$ cat src/rtl/lt_gamma_sched_if.sv
// Host-side handshake bundle for lt_gamma_sched.
//   in_valid/in_ready   : operand-pair handshake (host -> sequencer)
//   in_a, in_a_inf      : operand a edge time, or never (inf)
//   in_b, in_b_inf      : operand b edge time, or never (inf)
//   out_valid/out_ready : result handshake (sequencer -> host)
//   res_time, res_inf   : decoded q edge time, or no edge in the window
// The slave modport is the sequencer side; master is the host side.
interface lt_gamma_sched_if #(
    parameter int unsigned VAL_W = 4
) ();
    logic             in_valid;
    logic             in_ready;
    logic [VAL_W-1:0] in_a;
    logic             in_a_inf;
    logic [VAL_W-1:0] in_b;
    logic             in_b_inf;
    logic             out_valid;
    logic             out_ready;
    logic [VAL_W-1:0] res_time;
    logic             res_inf;

    modport slave (
        input  in_valid,
        output in_ready,
        input  in_a,
        input  in_a_inf,
        input  in_b,
        input  in_b_inf,
        output out_valid,
        input  out_ready,
        output res_time,
        output res_inf
    );

    modport master (
        output in_valid,
        input  in_ready,
        output in_a,
        output in_a_inf,
        output in_b,
        output in_b_inf,
        input  out_valid,
        output out_ready,
        input  res_time,
        input  res_inf
    );
endinterface

$ cat src/rtl/lt_gamma_sched.sv
// Sequencer for one rising-edge less_than race-logic unit.
// Accepts an operand pair, pulses the unit's set, drives each operand as a rising step at its
// edge time inside a GAMMA_CYCLE_WIDTH-cycle window, records the first cycle q was sampled high
// and returns that time (or inf) over a valid/ready handshake.
// Ports:
//   aclk, grst : clock; synchronous active-high reset
//   host       : lt_gamma_sched_if slave (operand and result handshakes)
//   lt_set     : unit set pulse (one cycle before the window)
//   lt_a, lt_b : unit operand inputs (monotonic steps within the window)
//   lt_q       : unit output, sampled at the edge closing each window cycle
//   busy       : sequencer is not idle
// All outputs are registered.
module lt_gamma_sched #(
    parameter int unsigned GAMMA_CYCLE_WIDTH = 16,
    parameter int unsigned PULSE_WIDTH       = 8,
    parameter int unsigned VAL_W             = $clog2(GAMMA_CYCLE_WIDTH)
) (
    input  logic              aclk,
    input  logic              grst,
    lt_gamma_sched_if.slave   host,
    output logic              lt_set,
    output logic              lt_a,
    output logic              lt_b,
    input  logic              lt_q,
    output logic              busy
);

    if (GAMMA_CYCLE_WIDTH < 2) begin : g_bad_gamma
        $error("GAMMA_CYCLE_WIDTH must be at least 2");
    end
    // The unit's q pulse length does not matter here: only the first high sample counts.
    if (PULSE_WIDTH < 1) begin : g_bad_pulse
        $error("PULSE_WIDTH must be at least 1");
    end

    // One extra bit so the t >= a compare at the last window cycle cannot wrap.
    localparam int unsigned TW = VAL_W + 1;
    localparam logic [TW-1:0] TLast = TW'(GAMMA_CYCLE_WIDTH - 1);

    typedef enum logic [1:0] {
        StIdle,
        StSet,
        StRun,
        StDone
    } state_e;

    state_e state_q, state_d;

    logic [TW-1:0]    t_q, t_d;
    logic [VAL_W-1:0] a_q, a_d;
    logic [VAL_W-1:0] b_q, b_d;
    logic             a_inf_q, a_inf_d;
    logic             b_inf_q, b_inf_d;

    logic             in_ready_q, in_ready_d;
    logic             out_valid_q, out_valid_d;
    logic             lt_set_q, lt_set_d;
    logic             lt_a_q, lt_a_d;
    logic             lt_b_q, lt_b_d;
    logic [VAL_W-1:0] res_time_q, res_time_d;
    logic             res_inf_q, res_inf_d;
    logic             busy_q, busy_d;

    logic             run_d;

    // Next-state and datapath.
    always_comb begin
        state_d    = state_q;
        t_d        = t_q;
        a_d        = a_q;
        b_d        = b_q;
        a_inf_d    = a_inf_q;
        b_inf_d    = b_inf_q;
        res_time_d = res_time_q;
        res_inf_d  = res_inf_q;

        unique case (state_q)
            StIdle: begin
                if (host.in_valid && in_ready_q) begin
                    a_d        = host.in_a;
                    a_inf_d    = host.in_a_inf;
                    b_d        = host.in_b;
                    b_inf_d    = host.in_b_inf;
                    // Result starts as "no edge seen" for the coming window.
                    res_time_d = '0;
                    res_inf_d  = 1'b1;
                    state_d    = StSet;
                end
            end
            StSet: begin
                t_d     = '0;
                state_d = StRun;
            end
            StRun: begin
                // res_inf_q still high means q has not been seen high yet in this window.
                if (lt_q && res_inf_q) begin
                    res_time_d = t_q[VAL_W-1:0];
                    res_inf_d  = 1'b0;
                end
                if (t_q == TLast) begin
                    state_d = StDone;
                end else begin
                    t_d = t_q + 1'b1;
                end
            end
            StDone: begin
                if (host.out_ready) begin
                    state_d = StIdle;
                end
            end
            default: begin
                state_d = StIdle;
            end
        endcase
    end

    // Registered outputs are derived from the state being entered so that they line up
    // with that state's cycle.
    always_comb begin
        run_d       = (state_d == StRun);
        in_ready_d  = (state_d == StIdle);
        busy_d      = (state_d != StIdle);
        lt_set_d    = (state_d == StSet);
        out_valid_d = (state_d == StDone);
        lt_a_d      = run_d && !a_inf_d && (t_d >= {1'b0, a_d});
        lt_b_d      = run_d && !b_inf_d && (t_d >= {1'b0, b_d});
    end

    always_ff @(posedge aclk) begin
        if (grst) begin
            state_q     <= StIdle;
            t_q         <= '0;
            a_q         <= '0;
            b_q         <= '0;
            a_inf_q     <= 1'b0;
            b_inf_q     <= 1'b0;
            in_ready_q  <= 1'b1;
            out_valid_q <= 1'b0;
            lt_set_q    <= 1'b0;
            lt_a_q      <= 1'b0;
            lt_b_q      <= 1'b0;
            res_time_q  <= '0;
            res_inf_q   <= 1'b0;
            busy_q      <= 1'b0;
        end else begin
            state_q     <= state_d;
            t_q         <= t_d;
            a_q         <= a_d;
            b_q         <= b_d;
            a_inf_q     <= a_inf_d;
            b_inf_q     <= b_inf_d;
            in_ready_q  <= in_ready_d;
            out_valid_q <= out_valid_d;
            lt_set_q    <= lt_set_d;
            lt_a_q      <= lt_a_d;
            lt_b_q      <= lt_b_d;
            res_time_q  <= res_time_d;
            res_inf_q   <= res_inf_d;
            busy_q      <= busy_d;
        end
    end

    assign host.in_ready  = in_ready_q;
    assign host.out_valid = out_valid_q;
    assign host.res_time  = res_time_q;
    assign host.res_inf   = res_inf_q;
    assign lt_set         = lt_set_q;
    assign lt_a           = lt_a_q;
    assign lt_b           = lt_b_q;
    assign busy           = busy_q;

endmodule
$ cat src/flat_wrapper.sv
// flat-port wrapper written by rule: the top's interface ports become plain ports
module lt_gamma_sched_flat 
#(
    parameter int unsigned GAMMA_CYCLE_WIDTH = 16,
    parameter int unsigned PULSE_WIDTH       = 8,
    parameter int unsigned VAL_W             = $clog2(GAMMA_CYCLE_WIDTH)
)
  (aclk, grst, lt_set, lt_a, lt_b, lt_q, busy, host_in_valid, host_in_ready, host_in_a, host_in_a_inf, host_in_b, host_in_b_inf, host_out_valid, host_out_ready, host_res_time, host_res_inf);
  lt_gamma_sched_if #(.VAL_W(VAL_W)) host_i ();
  input  logic aclk;
  input  logic grst;
  output logic lt_set;
  output logic lt_a;
  output logic lt_b;
  input  logic lt_q;
  output logic busy;
  input wire logic [$bits(host_i.in_valid)-1:0] host_in_valid;
  output wire logic [$bits(host_i.in_ready)-1:0] host_in_ready;
  input wire logic [$bits(host_i.in_a)-1:0] host_in_a;
  input wire logic [$bits(host_i.in_a_inf)-1:0] host_in_a_inf;
  input wire logic [$bits(host_i.in_b)-1:0] host_in_b;
  input wire logic [$bits(host_i.in_b_inf)-1:0] host_in_b_inf;
  output wire logic [$bits(host_i.out_valid)-1:0] host_out_valid;
  input wire logic [$bits(host_i.out_ready)-1:0] host_out_ready;
  output wire logic [$bits(host_i.res_time)-1:0] host_res_time;
  output wire logic [$bits(host_i.res_inf)-1:0] host_res_inf;
  assign host_i.in_valid = host_in_valid;
  assign host_in_ready = host_i.in_ready;
  assign host_i.in_a = host_in_a;
  assign host_i.in_a_inf = host_in_a_inf;
  assign host_i.in_b = host_in_b;
  assign host_i.in_b_inf = host_in_b_inf;
  assign host_out_valid = host_i.out_valid;
  assign host_i.out_ready = host_out_ready;
  assign host_res_time = host_i.res_time;
  assign host_res_inf = host_i.res_inf;
  lt_gamma_sched #(.GAMMA_CYCLE_WIDTH(GAMMA_CYCLE_WIDTH), .PULSE_WIDTH(PULSE_WIDTH), .VAL_W(VAL_W)) u_core (.aclk(aclk), .grst(grst), .host(host_i), .lt_set(lt_set), .lt_a(lt_a), .lt_b(lt_b), .lt_q(lt_q), .busy(busy));
endmodule
$ cat config.mk
export PLATFORM = sky130hd
export DESIGN_NAME = lt_gamma_sched_flat
export DESIGN_NICKNAME = d
export VERILOG_FILES = /design/src/rtl/lt_gamma_sched_if.sv /design/src/rtl/lt_gamma_sched.sv /design/src/flat_wrapper.sv
export SDC_FILE = /design/constraint.sdc
export NUM_CORES = 1
export LEC_CHECK = 0
export ABC_AREA = 1
export CORE_MARGIN = 8
export CORE_UTILIZATION = 30
export DETAILED_ROUTE_END_ITERATION = 7
export SETUP_SLACK_MARGIN = 0.05
export SLEW_MARGIN = 20
export SYNTH_ARGS = -nofsm -noshare
export SYNTH_HDL_FRONTEND = slang
export SYNTH_SLANG_ARGS = --single-unit
$ cat constraint.sdc
create_clock -name aclk -period 3.3 [get_ports aclk]
set_input_delay 0.66 -clock aclk [delete_from_list [all_inputs] [get_ports aclk]]
set_output_delay 0.66 -clock aclk [all_outputs]
set_load 0.03 [all_outputs]
==> impl_metrics.tcl <==
set metrics [dict create \
    run_status "finished, final reports clean" \
    placed_area_mm2 0.001740 \
    switching_power_uw 346.3 \
    synth_enable_flop_cells 0 \
    pwr-share-seq_pct 41.1 \
    post-dp-hpwl_um 2274 \
    clock_power_share_pct 22.2 \
    area_growth_syn_to_layout_pct 24.78 \
    netlist_instances 186 \
    clock_skew_ps 2.735 \
    critical_path_arrival_ps 2630 \
    finalHoldViolCount 0 \
    setup_repair_after_global_routing_missed_its_margin "false" \
    tns_ps 0 \
    critPathCaptureType "flip-flop" \
    die_height_um 85.26 \
    antenna_cells_inserted 0 \
    postCtsResizedCells 0 \
    detail_route.drc_violations 0 \
    min_delay_worst_endpoint "u_core.host.res_time[3]$_SDFFE_PP0P_" \
    final_area_mm2 0.001795 \
    timing.critical_path.from_type "input port" \
    coreArea_mm2 0.004661 \
    grt_usage_pct 8.799 \
    post_syn_nets 216 \
    timing.final.setup_violations 0 \
    dr_total_vias 1149 \
    yosys_warnings 0 \
    power-per-cell-area_mw_per_mm2 543.6 \
    synth.avg_cell_area_um2 7.736 \
    worst-r2r-setup-slack_ps 1020 \
    design.portCount 26 \
    pwr-share-comb_pct 36.7 \
    synth_top_cells_by_area "sky130_fd_sc_hd__dfxtp_1 (39%), sky130_fd_sc_hd__ha_1 (13%), sky130_fd_sc_hd__nand2_1 (9.7%)" \
    critPathMaxFanout 11 \
    hold_wc_startpoint "u_core.host.res_time[3]$_SDFFE_PP0P_" \
    drive_gt1_share_pct 8.962 \
    cts-htree-levels 1 \
    cts_setup_buffers 0 \
    port_buffers 25 \
    p_leak_uw 0.0008574 \
    whs_path_depth 2 \
    detailedRoute.firstPassIterationCount 4 \
    critical_path.reg2reg.startpoint "u_core.state_q[1]$_SDFF_PP0_" \
    power.internal_uw 629.7 \
    antenna_left 0 \
    max_cap_viol_count 0 \
    worst_path_clk_slew_ps 100 \
    yosys_most_used_dff "sky130_fd_sc_hd__dfxtp_1" \
    vias_per_cell 4.320 \
    cts_hold_buf 0 \
    clock_latency_ps 270 \
    switching_share_pct 35.48 \
    flip_flop_and_latch_count_after_synthesis 28 \
    timing.hold.worst.class "flip-flop to flip-flop" \
    maximum_number_of_pins_on_one_net_before_global_route_repair 22 \
    tritoncts "built" \
    finalWirelength_um 2879 \
    global_route.overflow_total 0 \
    crit_type "input port to flip-flop" \
    worstReg2RegEnd "u_core.lt_b$_SDFF_PP0_" \
    die_width_um 85.26 \
    post_synth_num_cell_types 24 \
    floorplan.initialDensity_pct 30.87 \
    clk_root_buffer_cell "sky130_fd_sc_hd__clkbuf_8" \
    design.final.nets 243 \
    ys_seq_area_share_pct 38.96 \
    globalplace.congestion 0.8371 \
    fp.dieArea_mm2 0.007268 \
    synth_largest_type_area_fraction_pct 38.96 \
    number_of_buffers_added_by_the_clock_tree_synthesis_step 3 \
    library_cell_occupying_the_most_area_in_the_post_synthesis_netlist "sky130_fd_sc_hd__dfxtp_1" \
    detailedRoute.firstIterationViolations 42 \
    fmax_ghz 0.4084 \
    synthArstFlopShare_pct 0 \
    peakVddDrop_mv 0.1783 \
    slew_headroom_pct 78.70 \
    cts_sinks 28 \
    wl_per_cell_um 10.82 \
    grt_pass1_wl_um 5271 \
    period_needed_ps 2448 \
    measured_slew_at_the_worst_slew_check_pin_ps 318.5 \
    grt_pass1_vias 1225 \
    rows 25 \
    worst-endpoint-required_ps 3480 \
    finalMaxSlewViolations 0 \
    antenna_found_initial 0 \
    cts_buffer_depth 2 \
    final.period_utilization_pct 74.19 \
    post_syn_area_mm2 0.001439 \
    reg2regPathDepth 16 \
]
-- worst max-delay path by stage --
stage	startpoint	depth (start not counted)	end	slack (ps)
after floorplan	u_core.state_q[0]$_SDFF_PP0_	17	u_core.lt_b$_SDFF_PP0_	1200
after global placement	host_in_valid	15	u_core.lt_b$_SDFF_PP0_	550
after detailed placement	host_in_valid	15	u_core.lt_b$_SDFF_PP0_	530
after CTS	host_in_valid	15	u_core.lt_b$_SDFF_PP0_	830
after global routing	host_in_valid	15	u_core.lt_b$_SDFF_PP0_	660
final	host_in_valid	15	u_core.lt_b$_SDFF_PP0_	850
-- cells in the final DEF, fill, tap and decap left out, types with 3 or more instances in the layout --
cell type / count
sky130_fd_sc_hd__a21oi_1: 10
sky130_fd_sc_hd__ha_1: 15
sky130_fd_sc_hd__nand4_1: 4
sky130_fd_sc_hd__inv_1: 26
sky130_fd_sc_hd__o21ai_2: 3
sky130_fd_sc_hd__inv_2: 5
sky130_fd_sc_hd__dfxtp_1: 28
sky130_fd_sc_hd__mux2i_1: 6
sky130_fd_sc_hd__nand2_2: 3
sky130_fd_sc_hd__clkbuf_8: 4
sky130_fd_sc_hd__nand3_1: 10
sky130_fd_sc_hd__clkdlybuf4s50_1: 25
sky130_fd_sc_hd__nor2_1: 22
sky130_fd_sc_hd__nand2_1: 37
-- logic make-up (layout without fill, tap and decap cells) --
group,Yosys count,in the layout,synth area share [%]
and+or+nand+nor,82,82,25.13
buffers and inverters,35,61,9.739
DFF,28,28,38.96
AOI/OAI and AO/OA,18,18,7.739
adders and majority gates,15,15,13.04
muxes,6,6,4.174
xor gates and xnor gates,2,2,1.218
-- critical path, stage by stage --
cell and delay (ps):
sky130_fd_sc_hd__clkdlybuf4s50_1 530, sky130_fd_sc_hd__nand3_4 180, sky130_fd_sc_hd__inv_2 230, sky130_fd_sc_hd__or2_1 150, sky130_fd_sc_hd__inv_2 40, sky130_fd_sc_hd__a21oi_1 130
sky130_fd_sc_hd__ha_1 250, sky130_fd_sc_hd__inv_1 50, sky130_fd_sc_hd__nand2_1 40, sky130_fd_sc_hd__nand2_1 50, sky130_fd_sc_hd__nand2_1 40, sky130_fd_sc_hd__nand2_1 50
sky130_fd_sc_hd__nand2_1 60, sky130_fd_sc_hd__a21oi_1 120, sky130_fd_sc_hd__nor2_1 50
-- layout make-up --
type	instances	area [um^2]
inverters	31	116.4
multi-input cells	123	738.2
well taps	54	67.56
flip-flops and latches	28	560.5
fillers	496	2865
repair buffers	26	257.7
clock buffers	4	55.05
-- through the flow --
stage | util [%] | setup slack [ps] | instances | hold WS, ps | total power (uW)
floorplan | - | 1204 | 186 | 461.7 | 678.8
global placement | 37.34 | 547.8 | 262 | 452.8 | 766.9
detailed placement | 37.34 | 526.4 | 262 | 455.5 | 773.1
CTS | 38.52 | 827.8 | 266 | 471.1 | 992.1
global route | 38.52 | 657.3 | 266 | 499.5 | 1062
finish | 38.52 | 851.6 | 266 | 469.4 | 976.0
-- power groups by stage --
stage                     clock, uW  sequential [uW]  combinational, uW
final                           217              401                358
after CTS                       226              402                364
after floorplan                   0              425                253
after detailed placement          0              410                363
after global routing            236              409                417
after global placement            0              409                358
-- flip-flops by register name, indices dropped and copies added (netlist names), 2 cells and up --
name / count
u_core.t_q: 5
u_core.a_q: 4
u_core.b_q: 4
u_core.host.res_time: 4
u_core.state_q: 2
-- layer usage --
layer | GRT usage [%] | vias to the layer above | share of wire [%]
li1 | - | 636 | -
met1 | 11.04 | 486 | 53
met2 | 14.06 | 23 | 42
met3 | 2.220 | 4 | 4.1
met4 | 3.344 | 0 | 0.94
met5 | 0 | - | 0
-- cells in the mapped netlist, types with 2 or more instances --
library cell	number
sky130_fd_sc_hd__clkbuf_1	2
sky130_fd_sc_hd__o21ai_2	3
sky130_fd_sc_hd__nand4_1	4
sky130_fd_sc_hd__nor2_1	22
sky130_fd_sc_hd__inv_2	5
sky130_fd_sc_hd__nand2_2	3
sky130_fd_sc_hd__nor3_1	2
sky130_fd_sc_hd__a21oi_1	10
sky130_fd_sc_hd__mux2i_1	6
sky130_fd_sc_hd__nand2_1	37
sky130_fd_sc_hd__dfxtp_1	28
sky130_fd_sc_hd__xnor2_1	2
sky130_fd_sc_hd__o21ai_1	2
sky130_fd_sc_hd__nand3_1	10
sky130_fd_sc_hd__ha_1	15
sky130_fd_sc_hd__or2_1	2
sky130_fd_sc_hd__inv_1	26
(Power assumes the default switching activity.)
